[src/rtl/adc_cmd_responder_if.sv]
`default_nettype none
// ============================================================================
// Module      : adc_cmd_responder_if
// Description : Avalon-ST style command/response channel between an ADC
//               command source (master) and the ADC responder (slave).
// Revision    : 1.0  initial release
// ============================================================================
interface adc_cmd_responder_if;
    logic        command_valid;
    logic [4:0]  command_channel;
    logic        command_startofpacket;
    logic        command_endofpacket;
    logic        command_ready;
    logic        response_valid;
    logic [4:0]  response_channel;
    logic [11:0] response_data;
    logic        response_startofpacket;
    logic        response_endofpacket;
    logic        busy;

    modport slave (
        input  command_valid, command_channel, command_startofpacket, command_endofpacket,
        output command_ready, response_valid, response_channel, response_data,
        output response_startofpacket, response_endofpacket, busy
    );

    modport master (
        output command_valid, command_channel, command_startofpacket, command_endofpacket,
        input  command_ready, response_valid, response_channel, response_data,
        input  response_startofpacket, response_endofpacket, busy
    );
endinterface
`default_nettype wire

[src/rtl/adc_cmd_responder.sv]
`default_nettype none
// ============================================================================
// Module      : adc_cmd_responder
// Description : Cycle-accurate stand-in for the modular ADC command/response
//               interface. Accepts one command, waits CONV_CYCLES, returns a
//               single-cycle response with synthetic sample data.
//               Optional macro ADC_NOISE_EN adds LFSR noise to temperature
//               samples (saturating at 12'hFFF).
// Revision    : 1.0  initial release
// ============================================================================
module adc_cmd_responder #(
    parameter int unsigned CONV_CYCLES  = 50,
    parameter int unsigned TEMP_CHANNEL = 17,
    parameter int unsigned TEMP_BASE    = 3431,
    parameter int unsigned MAX_CHANNEL  = 17
) (
    input  logic              clock,
    input  logic              reset,
    adc_cmd_responder_if.slave bus
);

    localparam logic [9:0]  c_COUNT_LOAD = 10'(CONV_CYCLES - 1);
    localparam logic [4:0]  c_TEMP_CH    = 5'(TEMP_CHANNEL);
    localparam logic [4:0]  c_MAX_CH     = 5'(MAX_CHANNEL);
    localparam logic [11:0] c_TEMP_BASE  = 12'(TEMP_BASE);

    typedef enum logic [1:0] {
        S_IDLE    = 2'd0,
        S_CONVERT = 2'd1,
        S_RESPOND = 2'd2
    } state_t;

    state_t      r_state;
    logic [9:0]  r_count;
    logic [4:0]  r_channel;
    logic [6:0]  r_conv_count;
    logic [5:0]  r_offset;
    logic        r_dir_down;
    logic        r_command_ready;
    logic        r_response_valid;
    logic        r_response_sop;
    logic        r_response_eop;
    logic [4:0]  r_response_channel;
    logic [11:0] r_response_data;
    logic        r_busy;

    logic        w_finish;
    logic        w_is_temp;
    logic        w_is_invalid;
    logic        w_temp_done;
    logic [11:0] w_temp_sum;
    logic [11:0] w_temp_data;
    logic [11:0] w_data;
    logic        w_unused_sop_eop;

    // Packet delimiters on the command side carry no information here.
    assign w_unused_sop_eop = bus.command_startofpacket ^ bus.command_endofpacket;

    assign w_finish     = (r_state == S_CONVERT) && (r_count == 10'd1);
    assign w_is_temp    = (r_channel == c_TEMP_CH);
    assign w_is_invalid = (r_channel > c_MAX_CH);
    assign w_temp_done  = w_finish && w_is_temp;
    assign w_temp_sum   = c_TEMP_BASE + {6'd0, r_offset};

`ifdef ADC_NOISE_EN
    logic [15:0] r_lfsr;
    logic        w_lfsr_fb;
    logic [12:0] w_noisy;

    assign w_lfsr_fb   = r_lfsr[15] ^ r_lfsr[13] ^ r_lfsr[12] ^ r_lfsr[10];
    assign w_noisy     = {1'b0, w_temp_sum} + {11'd0, r_lfsr[1:0]};
    assign w_temp_data = w_noisy[12] ? 12'hFFF : w_noisy[11:0];

    // Noise source steps once per temperature response.
    always_ff @(posedge clock or posedge reset) begin
        if (reset) begin
            r_lfsr <= 16'hACE1;
        end else if (w_temp_done) begin
            r_lfsr <= {r_lfsr[14:0], w_lfsr_fb};
        end
    end
`else
    assign w_temp_data = w_temp_sum;
`endif

    // Sample value for the conversion that is completing now.
    always_comb begin
        w_data = 12'h000;
        if (w_is_temp) begin
            w_data = w_temp_data;
        end else if (!w_is_invalid) begin
            w_data = {r_channel, r_conv_count};
        end
    end

    // Triangle ramp 0..63..0 advancing after each temperature response.
    always_ff @(posedge clock or posedge reset) begin
        if (reset) begin
            r_offset   <= 6'd0;
            r_dir_down <= 1'b0;
        end else if (w_temp_done) begin
            if (!r_dir_down) begin
                if (r_offset == 6'd63) begin
                    r_offset   <= 6'd62;
                    r_dir_down <= 1'b1;
                end else begin
                    r_offset <= r_offset + 6'd1;
                end
            end else begin
                if (r_offset == 6'd0) begin
                    r_offset   <= 6'd1;
                    r_dir_down <= 1'b0;
                end else begin
                    r_offset <= r_offset - 6'd1;
                end
            end
        end
    end

    // Command FSM with registered handshake and response outputs.
    always_ff @(posedge clock or posedge reset) begin
        if (reset) begin
            r_state            <= S_IDLE;
            r_count            <= 10'd0;
            r_channel          <= 5'd0;
            r_conv_count       <= 7'd0;
            r_command_ready    <= 1'b0;
            r_response_valid   <= 1'b0;
            r_response_sop     <= 1'b0;
            r_response_eop     <= 1'b0;
            r_response_channel <= 5'd0;
            r_response_data    <= 12'd0;
            r_busy             <= 1'b0;
        end else begin
            case (r_state)
                S_IDLE: begin
                    r_command_ready <= 1'b1;
                    if (bus.command_valid && r_command_ready) begin
                        r_channel       <= bus.command_channel;
                        r_count         <= c_COUNT_LOAD;
                        r_command_ready <= 1'b0;
                        r_busy          <= 1'b1;
                        r_state         <= S_CONVERT;
                    end
                end
                S_CONVERT: begin
                    if (r_count == 10'd1) begin
                        r_state            <= S_RESPOND;
                        r_busy             <= 1'b0;
                        r_response_valid   <= 1'b1;
                        r_response_sop     <= 1'b1;
                        r_response_eop     <= 1'b1;
                        r_response_channel <= r_channel;
                        r_response_data    <= w_data;
                        r_conv_count       <= r_conv_count + 7'd1;
                    end else begin
                        r_count <= r_count - 10'd1;
                    end
                end
                S_RESPOND: begin
                    r_response_valid <= 1'b0;
                    r_response_sop   <= 1'b0;
                    r_response_eop   <= 1'b0;
                    r_command_ready  <= 1'b1;
                    r_state          <= S_IDLE;
                end
                default: begin
                    r_state <= S_IDLE;
                end
            endcase
        end
    end

    assign bus.command_ready          = r_command_ready;
    assign bus.response_valid         = r_response_valid;
    assign bus.response_startofpacket = r_response_sop;
    assign bus.response_endofpacket   = r_response_eop;
    assign bus.response_channel       = r_response_channel;
    assign bus.response_data          = r_response_data;
    assign bus.busy                   = r_busy;

endmodule
`default_nettype wire

[src/flat_wrapper.sv]
// flat-port wrapper written by rule: the top's interface ports become plain ports
module adc_cmd_responder_flat 
#(
    parameter int unsigned CONV_CYCLES  = 50,
    parameter int unsigned TEMP_CHANNEL = 17,
    parameter int unsigned TEMP_BASE    = 3431,
    parameter int unsigned MAX_CHANNEL  = 17
)
  (clock, reset, bus_command_valid, bus_command_channel, bus_command_startofpacket, bus_command_endofpacket, bus_command_ready, bus_response_valid, bus_response_channel, bus_response_data, bus_response_startofpacket, bus_response_endofpacket, bus_busy);
  adc_cmd_responder_if bus_i ();
  input  logic clock;
  input  logic reset;
  input wire logic [$bits(bus_i.command_valid)-1:0] bus_command_valid;
  input wire logic [$bits(bus_i.command_channel)-1:0] bus_command_channel;
  input wire logic [$bits(bus_i.command_startofpacket)-1:0] bus_command_startofpacket;
  input wire logic [$bits(bus_i.command_endofpacket)-1:0] bus_command_endofpacket;
  output wire logic [$bits(bus_i.command_ready)-1:0] bus_command_ready;
  output wire logic [$bits(bus_i.response_valid)-1:0] bus_response_valid;
  output wire logic [$bits(bus_i.response_channel)-1:0] bus_response_channel;
  output wire logic [$bits(bus_i.response_data)-1:0] bus_response_data;
  output wire logic [$bits(bus_i.response_startofpacket)-1:0] bus_response_startofpacket;
  output wire logic [$bits(bus_i.response_endofpacket)-1:0] bus_response_endofpacket;
  output wire logic [$bits(bus_i.busy)-1:0] bus_busy;
  assign bus_i.command_valid = bus_command_valid;
  assign bus_i.command_channel = bus_command_channel;
  assign bus_i.command_startofpacket = bus_command_startofpacket;
  assign bus_i.command_endofpacket = bus_command_endofpacket;
  assign bus_command_ready = bus_i.command_ready;
  assign bus_response_valid = bus_i.response_valid;
  assign bus_response_channel = bus_i.response_channel;
  assign bus_response_data = bus_i.response_data;
  assign bus_response_startofpacket = bus_i.response_startofpacket;
  assign bus_response_endofpacket = bus_i.response_endofpacket;
  assign bus_busy = bus_i.busy;
  adc_cmd_responder #(.CONV_CYCLES(CONV_CYCLES), .TEMP_CHANNEL(TEMP_CHANNEL), .TEMP_BASE(TEMP_BASE), .MAX_CHANNEL(MAX_CHANNEL)) u_core (.clock(clock), .reset(reset), .bus(bus_i));
endmodule
[config.mk]
export PLATFORM = sky130hd
export DESIGN_NAME = adc_cmd_responder_flat
export DESIGN_NICKNAME = d
export VERILOG_FILES = /design/src/rtl/adc_cmd_responder_if.sv /design/src/rtl/adc_cmd_responder.sv /design/src/flat_wrapper.sv
export SDC_FILE = /design/constraint.sdc
export NUM_CORES = 1
export LEC_CHECK = 0
export ABC_AREA = 1
export BUFFER_PORTS_ARGS = -buffer_cell sky130_fd_sc_hd__buf_2
export CORE_MARGIN = 3
export CORE_UTILIZATION = 48
export CTS_BUF_LIST = sky130_fd_sc_hd__clkbuf_4
export DETAILED_ROUTE_END_ITERATION = 7
export HOLD_SLACK_MARGIN = 0.08
export PLACE_DENSITY = 0.68
export SLEW_MARGIN = 25
export SYNTH_ARGS = -nofsm -noshare
export SYNTH_HDL_FRONTEND = slang
export SYNTH_SLANG_ARGS = --single-unit
[constraint.sdc]
create_clock -name clock -period 3.7 [get_ports clock]
set_input_delay 0.185 -clock clock [delete_from_list [all_inputs] [get_ports clock]]
set_output_delay 0.185 -clock clock [all_outputs]
set_load 0.01 [all_outputs]
==> results of run 1 <==
[sequential cells by signal, summed over array words and instances (netlist names), 2 cells and up]
register                     cells
u_core.bus.response_channel      5
u_core.r_conv_count              7
u_core.r_offset                  6
u_core.bus.response_data        12
u_core.r_channel                 5
u_core.r_state                   2
u_core.r_count                  10
[kinds of logic (layout without fill, tap and decap cells)]
group,count (synthesis),after routing,synth area share
flip-flops,51,51,0.457
buffers and inverters,52,87,0.0771
adder cells (fa/ha/maj),5,5,0.0224
AND/OR/NAND/NOR,206,206,0.320
XOR/XNOR,8,8,0.0251
AO/OA/AOI/OAI,48,48,0.0977
[through the flow]
step / hold WS, ns / utilization / instances / cell area, um2
global placement: 0.0950 / 0.535 / 463 / 2980
detailed placement: 0.0891 / 0.535 / 463 / 2980
finish: 0.216 / 0.556 / 477 / 3100
global route: 0.218 / 0.556 / 477 / 3100
floorplan: 0.306 / - / 370 / 2790
CTS: 0.210 / 0.556 / 477 / 3100
[worst max-delay path: cells and delay by family, from the launching register on]
kind / cells / cell delay (ns)
flip-flops: 1 / 0.49
AND/OR/NAND/NOR: 3 / 0.56
buffers and inverters: 3 / 0.31
AO/OA/AOI/OAI: 2 / 0.23
adder cells (fa/ha/maj): 1 / 0.19
[power by group]
group,internal (mW),switching [mW],total [mW]
registers,0.731,0.147,0.878
clock network,0.0765,0.192,0.268
logic,0.312,0.561,0.873
total,1.12,0.900,2.02
[layout by cell type (no fill, tap or decap)]
| cell | synthesis | routed |
|---|---|---|
| nand3_1 | 32 | 32 |
| o21bai_1 | 3 | 3 |
| inv_1 | 38 | 37 |
| buf_2 | 4 | 29 |
| a21oi_1 | 4 | 4 |
| inv_2 | 4 | 5 |
| o21ai_1 | 6 | 6 |
| nand3_2 | 1 | 1 |
| dfrtp_1 | 51 | 51 |
| buf_4 | 2 | 1 |
| ha_1 | 5 | 5 |
| o22ai_1 | 1 | 1 |
| nor2_4 | 1 | 1 |
| clkinv_1 | 1 | 1 |
| o21ai_0 | 29 | 29 |
| inv_6 | 0 | 1 |
| nand2_4 | 1 | 1 |
| nor2_8 | 1 | 1 |
| dlygate4sd3_1 | 0 | 6 |
| nor2_2 | 3 | 3 |
| a21oi_4 | 1 | 1 |
| nor3_1 | 1 | 1 |
| o21ai_2 | 2 | 2 |
| clkbuf_4 | 0 | 5 |
| o31ai_1 | 2 | 2 |
| nand4_1 | 2 | 2 |
| nand2_1 | 128 | 128 |
| nand2_2 | 2 | 2 |
| or2_2 | 2 | 2 |
| nand3_4 | 1 | 1 |
| clkinvlp_4 | 0 | 2 |
| xor2_1 | 6 | 6 |
| xnor2_1 | 2 | 2 |
| nor3_2 | 1 | 1 |
| nor2_1 | 30 | 30 |
[per-layer routing]
metal / track usage / wire (um) / up-vias
li1: - / - / 1232
met1: 0.271 / 2960 / 1113
met5: 0 / 0 / -
met2: 0.297 / 2710 / 56
met3: 0.0369 / 206 / 5
met4: 0.0515 / 34 / 0
[path summary, 6_finish.rpt]
check | start | endpoint | cells after the start
max | u_core.r_offset[0] | u_core.r_dir_down | 9
min | reset | u_core.r_dir_down | 3
max reg2reg | u_core.r_offset[0] | u_core.r_dir_down | 9
min reg2reg | u_core.bus.response_data[6] | u_core.bus.response_data[6] | 2
max in group asynchronous | reset | u_core.r_count[9] | 4
min in group clock | bus_command_valid | u_core.bus.busy | 5
[cell type report]
cell class / instances / area, um2
Fill cell: 543 / 2470
Inverter: 43 / 161
Clock buffer: 5 / 37.5
Multi-Input combinational cell: 267 / 1300
Tap cell: 72 / 90.1
Sequential cell: 51 / 1280
Clock inverter: 3 / 23.8
Timing Repair Buffer: 36 / 213
==> impl_metrics.ini, run 1 <==
[detailed_routing]
firstDrtPassIters = 5
first_iter_violations = 103
ant_nets = 0
postRouteWirelength_um = 5910
num_vias = 2406
drc = 0
vias_per_cell = 5.04
wl_per_cell_um = 12.4

[yosys]
ys_seq_area_frac = 0.457
ys_ff_latch = 51
netlist_area_um2 = 2790
synthCells = 370
yosysUniqueCellTypes = 33
syn_nets = 385
synthArstFlopShare = 1.00
avgSynthCellArea_um2 = 7.54
synth_area_leaders = dfrtp_1 46%, nand2_1 17%, nand3_1 5.7%
netlist.area_leader.share = 0.457
yosysMostFrequentCell = nand2_1
synth_warnings = 0
synth-edff-count = 0
synthTopCellsByCount = 128 x nand2_1, 51 x dfrtp_1, 38 x inv_1
ys.flop_type = dfrtp_1
yosysTopAreaCell = dfrtp_1

[setup_path]
arrival_ns = 2.14
slowest_stage = dfrtp_1
end_kind = flop
crit_required_ns = 3.97
crit_fanout = 6
worst-setup-path-type = reg2reg
max_stage_delay_ns = 0.49
crit_path_frequent_cell = inv_1
cp_cell_sequence = inv_1 > ha_1 > inv_1 > nor2_1 > nand3_1 > nand2_1 > inv_1 > o21ai_0 > o21ai_0
r2r_slack_ns = 1.84
cp-start-kind = flop

[clock_tree]
cts.sink_count = 51
root_buffer = clkbuf_4
clkLatencyLatePin_ns = 0.38
path_clk_slew_ns = 0.15
htree_num_levels = 2
cts_resized = 0
cts_hold_buf = 6
numCtsBuffers = 5
cts_tree = done
post-cts-setup-buffer-count = 0
clockBufferDepth = 2

[floorplan]
core-area_um2 = 5570
die_w_um = 82.3
io_pins = 32
rows = 27
die_area_um2 = 6770
start_util = 0.501
dieHeight_um = 82.3

[cells_and_area]
nNetsFinal = 419
drive_gt1_frac = 0.146
antennaDiodeCount = 0
synthToLayoutAreaGrowth_pct = 11.1

[global_routing]
grt_pass1_wl_um = 9900
grt_antenna_before_repair = 0
grt-ovfl-total = 0
grt_usage = 0.191
first_global_vias = 2123
grt_max_degree = 45

[sta]
timing.fmax_ghz = 0.537
drv_slew = 0
period_share = 0.503
setup_slack_ns = 1.84
rsz0062_at_grt = false
setup_viol = 0
tightest_slew_ns = 0.891
min_period_ns = 1.86
finClkSkew_ns = 0.00995
maxSlewHeadroom = 0.403
finalHoldViolCount = 0
fin_tns_setup_ns = 0

[place]
dp_hpwl_um = 4290
port_buffers = 29
routabilityCongestion = 0.840
pre_cts_ws_ns = 1.87

[power]
power_density_nw_per_um2 = 651
peakVddDrop_mv = 0.363
p_leak_nw = 1.67
p_total_mw = 2.02

[worst_hold_path]
hp-class = in2async

[run]
cap_viol_max_count = 0

[run_status]
status = finished, final reports clean
(Power assumes the default switching activity.)
==> run 2: changes to the inputs <==
--- a/config.mk
+++ b/config.mk
@@ -5,7 +5,7 @@
 export SDC_FILE = /design/constraint.sdc
 export NUM_CORES = 1
 export LEC_CHECK = 0
-export ABC_AREA = 1
+export ABC_AREA = 0
 export BUFFER_PORTS_ARGS = -buffer_cell sky130_fd_sc_hd__buf_2
 export CORE_MARGIN = 3
 export CORE_UTILIZATION = 48
==> constraint.sdc (replaced) <==
create_clock -name clock -period 1.8 [get_ports clock]
set_input_delay 0.09 -clock clock [delete_from_list [all_inputs] [get_ports clock]]
set_output_delay 0.09 -clock clock [all_outputs]
set_load 0.01 [all_outputs]
==> run 2 against run 1 <==
Combinational power rose by 87%. Total power rose by 110%. Count of clock-buffer cells in the layout did not move. Synthesized cell count fell by 20%. Die area fell by 2.8%. Critical endpoint is now u_core.r_offset[5]. Sequential share of layout area fell by 2.7 points.
==> impl_metrics.ini, run 2 <==
[run_status]
status = finished, final reports clean

[worst_hold_path]
holdPathEnd = u_core.r_count[3]
min_from = bus_command_valid
hp-class = in2reg
whs_path_depth = 4

[sta]
finalHoldViolCount = 0
setup_viol = 0
min_period_ns = 1.74
fin_tns_setup_ns = 0
period_share = 0.969
rsz0062_at_grt = true
drv_slew = 0
finClkSkew_ns = 0.0139
whs_ns = 0.161
timing.fmax_ghz = 0.573
maxSlewHeadroom = 0.659
tightest_slew_ns = 0.511

[yosys]
netlist.area_leader.share = 0.472
synthCells = 295
synthArstFlopShare = 1.00
ys_ff_latch = 51
ys_seq_area_frac = 0.472
synth_warnings = 0
netlist_area_um2 = 2710
yosysMostFrequentCell = nand2_1
synthTopCellsByCount = 60 x nand2_1, 51 x dfrtp_1, 21 x nor2_1
yosysUniqueCellTypes = 50
syn_nets = 310
avgSynthCellArea_um2 = 9.17
yosysTopAreaCell = dfrtp_1
synth_area_leaders = dfrtp_1 47%, nand2_1 8.3%, nor2_1 2.9%
ys.flop_type = dfrtp_1
synth-edff-count = 0

[floorplan]
dieHeight_um = 81.1
io_pins = 32
die_w_um = 81.1
core-area_um2 = 5270
start_util = 0.514
die_area_um2 = 6580
rows = 26

[power]
seqPwrFrac = 0.449
switching_share = 0.373
p_clk_frac = 0.157
pwr-share-comb = 0.394
p_leak_nw = 1.57
p_total_mw = 4.14
power_density_nw_per_um2 = 1250
p_switching_mw = 1.55
p_int_mw = 2.60
peakVddDrop_mv = 0.846

[detailed_routing]
num_vias = 2317
postRouteWirelength_um = 6110
vias_per_cell = 5.48
wl_per_cell_um = 14.5
ant_nets = 0
first_iter_violations = 181
drc = 0
firstDrtPassIters = 4

[global_routing]
first_global_vias = 2210
grt-ovfl-total = 0
grt_usage = 0.204
grt_max_degree = 30
grt_pass1_wl_um = 10400
grt_antenna_before_repair = 0

[clock_tree]
path_clk_slew_ns = 0.15
cts.sink_count = 51
root_buffer = clkbuf_4
numCtsBuffers = 5
clkLatencyLatePin_ns = 0.37
clockBufferDepth = 2
cts_tree = done
htree_num_levels = 2

[setup_path]
r2r_slack_ns = 0.06
arrival_ns = 2.07
cp-start-kind = flop
r2r-start = u_core.r_offset[1]
worstRegToRegCells = 6
r2r-end = u_core.r_offset[5]
crit_required_ns = 2.13
end_kind = flop
worst-setup-path-type = reg2reg
crit_fanout = 3

[cells_and_area]
final_cell_mix = 58 x nand2_1, 51 x dfrtp_1, 29 x buf_2
largest_reg_flops = 12
synthToLayoutAreaGrowth_pct = 22.8
drive_gt1_frac = 0.244
antennaDiodeCount = 0
mostFrequentLayoutCell = nand2_1
nNetsFinal = 368

[place]
port_buffers = 29
routabilityCongestion = 0.865
dp_hpwl_um = 4320

[run]
cap_viol_max_count = 0
==> run 2: stage by stage <==
stage | cells | utilization | worst slack, ns | area (um2)
3_5_place_dp | 406 | 0.590 | -0.0370 | 3110
4_1_cts | 420 | 0.618 | 0.0121 | 3250
5_1_grt | 423 | 0.631 | -0.00293 | 3320
2_1_floorplan | 295 | - | 0.0275 | 2710
3_3_place_gp | 406 | 0.590 | -0.0112 | 3110
6_report | 423 | 0.631 | 0.0562 | 3320
==> run 2: how the worst max path moves through the flow <==
stage,start,endpoint,depth (start not counted)
after global placement,u_core.r_offset[0],u_core.r_offset[5],6
after CTS,u_core.r_offset[0],u_core.r_offset[5],7
after detailed placement,u_core.r_offset[0],u_core.r_offset[5],6
after floorplan,u_core.r_offset[0],u_core.r_offset[5],6
after global routing,u_core.r_offset[0],u_core.r_offset[5],6
final,u_core.r_offset[1],u_core.r_offset[5],6
==> run 2: worst max-delay path, cell delays in order (launching register included) <==
cell and delay (ns):
dfrtp_1 0.41, inv_1 0.06, ha_2 0.17, and2b_1 0.18, or4_1 0.52, a31oi_1 0.21, o22a_2 0.16
==> run 2: per-layer routing <==
layer / vias to the layer above / global-route usage / wire length (um) / part of all wire
met3: 12 / 0.0388 / 225 / 0.037
met5: - / 0 / 0 / 0
met4: 0 / 0.0507 / 114 / 0.019
li1: 1165 / - / - / -
met1: 1090 / 0.263 / 2720 / 0.44
met2: 50 / 0.354 / 3060 / 0.50
==> run 2: cell families after synthesis <==
| logic type | share of synthesized area |
|---|---|
| and+or+nand+nor | 0.261 |
| AOI/OAI and AO/OA | 0.144 |
| DFF | 0.472 |
| buffers and inverters | 0.0499 |
| xor gates and xnor gates | 0.0356 |
| adders and majority gates | 0.0231 |
| muxes | 0.0148 |
==> run 2: cell type report <==
type	count	area [um2]
clock buffers	5	37.5
clock inverters	2	37.5
fillers	462	1950
inverters	12	47.5
multi-input cells	215	1330
flip-flops and latches	51	1280
well taps	70	87.6
repair buffers	68	507
==> run 2: what timing repair did <==
action / in CTS / in global routing
setup buffers: 1 / 3
pin swaps: 0 / 6
gates cloned: 0 / 0
hold buffers: 6 / 0
endpoints found under the hold margin: 27 / 0
resized for setup: 1 / 10
endpoints found under the setup margin: 8 / 15
==> run 2: power by group through the flow <==
stage | Combinational, mW | Sequential, mW | Clock [mW]
floorplan | 0.894 | 1.92 | 0
global placement | 1.52 | 1.85 | 0
detailed placement | 1.55 | 1.87 | 0
CTS | 1.58 | 1.85 | 0.671
global route | 1.85 | 1.92 | 0.703
finish | 1.63 | 1.86 | 0.653
==> run 3: changes to the inputs <==
--- a/config.mk
+++ b/config.mk
@@ -9,7 +9,7 @@
 export BUFFER_PORTS_ARGS = -buffer_cell sky130_fd_sc_hd__buf_2
 export CORE_MARGIN = 3
 export CORE_UTILIZATION = 48
-export CTS_BUF_LIST = sky130_fd_sc_hd__clkbuf_4
+export CTS_BUF_LIST = sky130_fd_sc_hd__clkbuf_8
 export DETAILED_ROUTE_END_ITERATION = 7
 export HOLD_SLACK_MARGIN = 0.08
 export PLACE_DENSITY = 0.68
==> constraint.sdc (replaced) <==
create_clock -name clock -period 1.8 [get_ports clock]
set_input_delay 0.27 -clock clock [delete_from_list [all_inputs] [get_ports clock]]
set_output_delay 0.27 -clock clock [all_outputs]
set_load 0.01 [all_outputs]
==> run 3 against run 2 <==
Routed wire length down 2.4%. Final area up 1.1%. Register-to-register slack lost 0.04 ns. Critical path type unchanged.
==> impl_metrics.ini, run 3 (synthesized netlist as in run 2, its figures left out) <==
[cells_and_area]
final_cell_mix = 60 x nand2_1, 48 x dfrtp_1, 31 x buf_4
drive_gt1_frac = 0.276
final_cell_area_um2 = 3360
antennaDiodeCount = 0
mostFrequentLayoutCell = nand2_1
stdcell_count = 422
synthToLayoutAreaGrowth_pct = 24.2
nNetsFinal = 366
n_fill_cell = 453
largest_reg_flops = 12

[worst_hold_path]
hp-class = in2reg
whs_path_depth = 3
holdPathEnd = u_core.r_channel[3]
min_from = bus_command_channel[3]

[run_status]
status = finished, final reports clean

[floorplan]
io_pins = 32
die_area_um2 = 6580
die_w_um = 81.1
start_util = 0.514
rows = 26
core-area_um2 = 5270
dieHeight_um = 81.1

[sta]
setup_slack_ns = 0.0195
period_share = 0.989
finalHoldViolCount = 0
tightest_slew_ns = 0.415
drv_slew = 0
min_period_ns = 1.78
setup_viol = 0
maxSlewHeadroom = 0.723
timing.fmax_ghz = 0.562
finClkSkew_ns = 0.00694

[setup_path]
crit_fanout = 3
slowest_stage = dfrtp_1
end_kind = flop
r2r_slack_ns = 0.02
max_stage_delay_ns = 0.39
r2r-end = u_core.r_count[6]
arrival_ns = 2.01
path_delay_family = compound AO/OA/AOI/OAI gates
worst-setup-path-type = reg2reg
r2r-start = u_core.r_count[1]
cp_cell_sequence = inv_2 > ha_2 > or3b_4 > o211ai_1 > buf_4 > o31ai_1 > a21oi_1
path_buf_inv = 2
worstRegToRegCells = 7
crit_required_ns = 2.03
cp-start-kind = flop

[place]
pre_cts_ws_ns = 0.0124
dp_hpwl_um = 4200
placed_cell_area_um2 = 3110
routabilityCongestion = 0.898
dp.cells = 405
port_buffers = 29

[global_routing]
grt_usage = 0.193
grt_max_degree = 52
grt_antenna_before_repair = 0
grt-ovfl-total = 0
first_global_vias = 2219
grt_pass1_wl_um = 10000

[power]
power_density_nw_per_um2 = 1310
p_leak_nw = 1.58
peakVddDrop_mv = 0.858
p_total_mw = 4.39

[clock_tree]
htree_num_levels = 2
root_buffer = clkbuf_8
clkLatencyLatePin_ns = 0.30
cts_tree = done
numCtsBuffers = 5
clockBufferDepth = 2
cts.sink_count = 51
path_clk_slew_ns = 0.09

[detailed_routing]
vias_per_cell = 5.49
postRouteWirelength_um = 5970
first_iter_violations = 214
firstDrtPassIters = 4
wl_per_cell_um = 14.1
drc = 0
ant_nets = 0
num_vias = 2316

[run]
cap_viol_max_count = 0
==> run 3: per-stage QoR <==
| stage | hold slack [ns] | util | setup TNS [ns] |
|---|---|---|---|
| floorplan | 0.375 | - | 0 |
| global placement | 0.338 | 0.590 | 0 |
| detailed placement | 0.343 | 0.590 | 0 |
| CTS | 0.140 | 0.617 | 0 |
| global route | 0.147 | 0.638 | -0.0830 |
| finish | 0.148 | 0.638 | 0 |
==> run 3: report_power, final <==
group	switching, mW	internal (mW)
clock	0.382	0.414
sequential	0.361	1.51
combinational	0.848	0.876
total	1.59	2.80
==> run 3: tightest hold or removal path, delay by kind of cell <==
| kind | cells | cell delay, ns |
|---|---|---|
| buffers and inverters | 1 | 0.08 |
| AND/OR/NAND/NOR | 2 | 0.08 |
==> run 3: how the worst max path moves through the flow <==
stage                        from                 end  slack [ns]  depth (start not counted)
4_1_cts         u_core.r_count[1]   u_core.r_count[4]       0.006                          6
3_3_place_gp    u_core.r_count[1]   u_core.r_count[4]        0.04                          6
5_1_grt         u_core.r_count[1]   u_core.r_count[6]       -0.05                          7
2_1_floorplan  u_core.r_offset[0]  u_core.r_offset[5]        0.03                          6
6_report        u_core.r_count[1]   u_core.r_count[6]        0.02                          7
3_5_place_dp    u_core.r_count[1]   u_core.r_count[7]        0.01                          7
==> run 3: repair_timing <==
item | 4_1_cts | 5_1_grt
gates resized for setup | 2 | 16
setup endpoints to repair | 2 | 25
hold buffers | 1 | 0
pin swaps | 2 | 7
cloned | 0 | 0
setup buffers | 1 | 7
endpoints found under the hold margin | 51 | 0
==> run 3: area by class of cell <==
cell class                 instances  area [um2]  share of cell area
clock inverter                     3        43.8              0.0130
sequential                        51        1280               0.381
clock buffer                       5        68.8              0.0205
tap                               70        87.6              0.0261
inverter                          12        45.0              0.0134
multi-input combinational        215        1360               0.404
timing repair buffer              66         479               0.143
==> run 3: per-layer routing <==
layer / global-route usage / up-vias / wire length (um)
li1: - / 1151 / -
met1: 0.244 / 1117 / 2710
met3: 0.0355 / 7 / 206
met2: 0.342 / 41 / 2990
met4: 0.0473 / 0 / 68
met5: 0 / - / 0
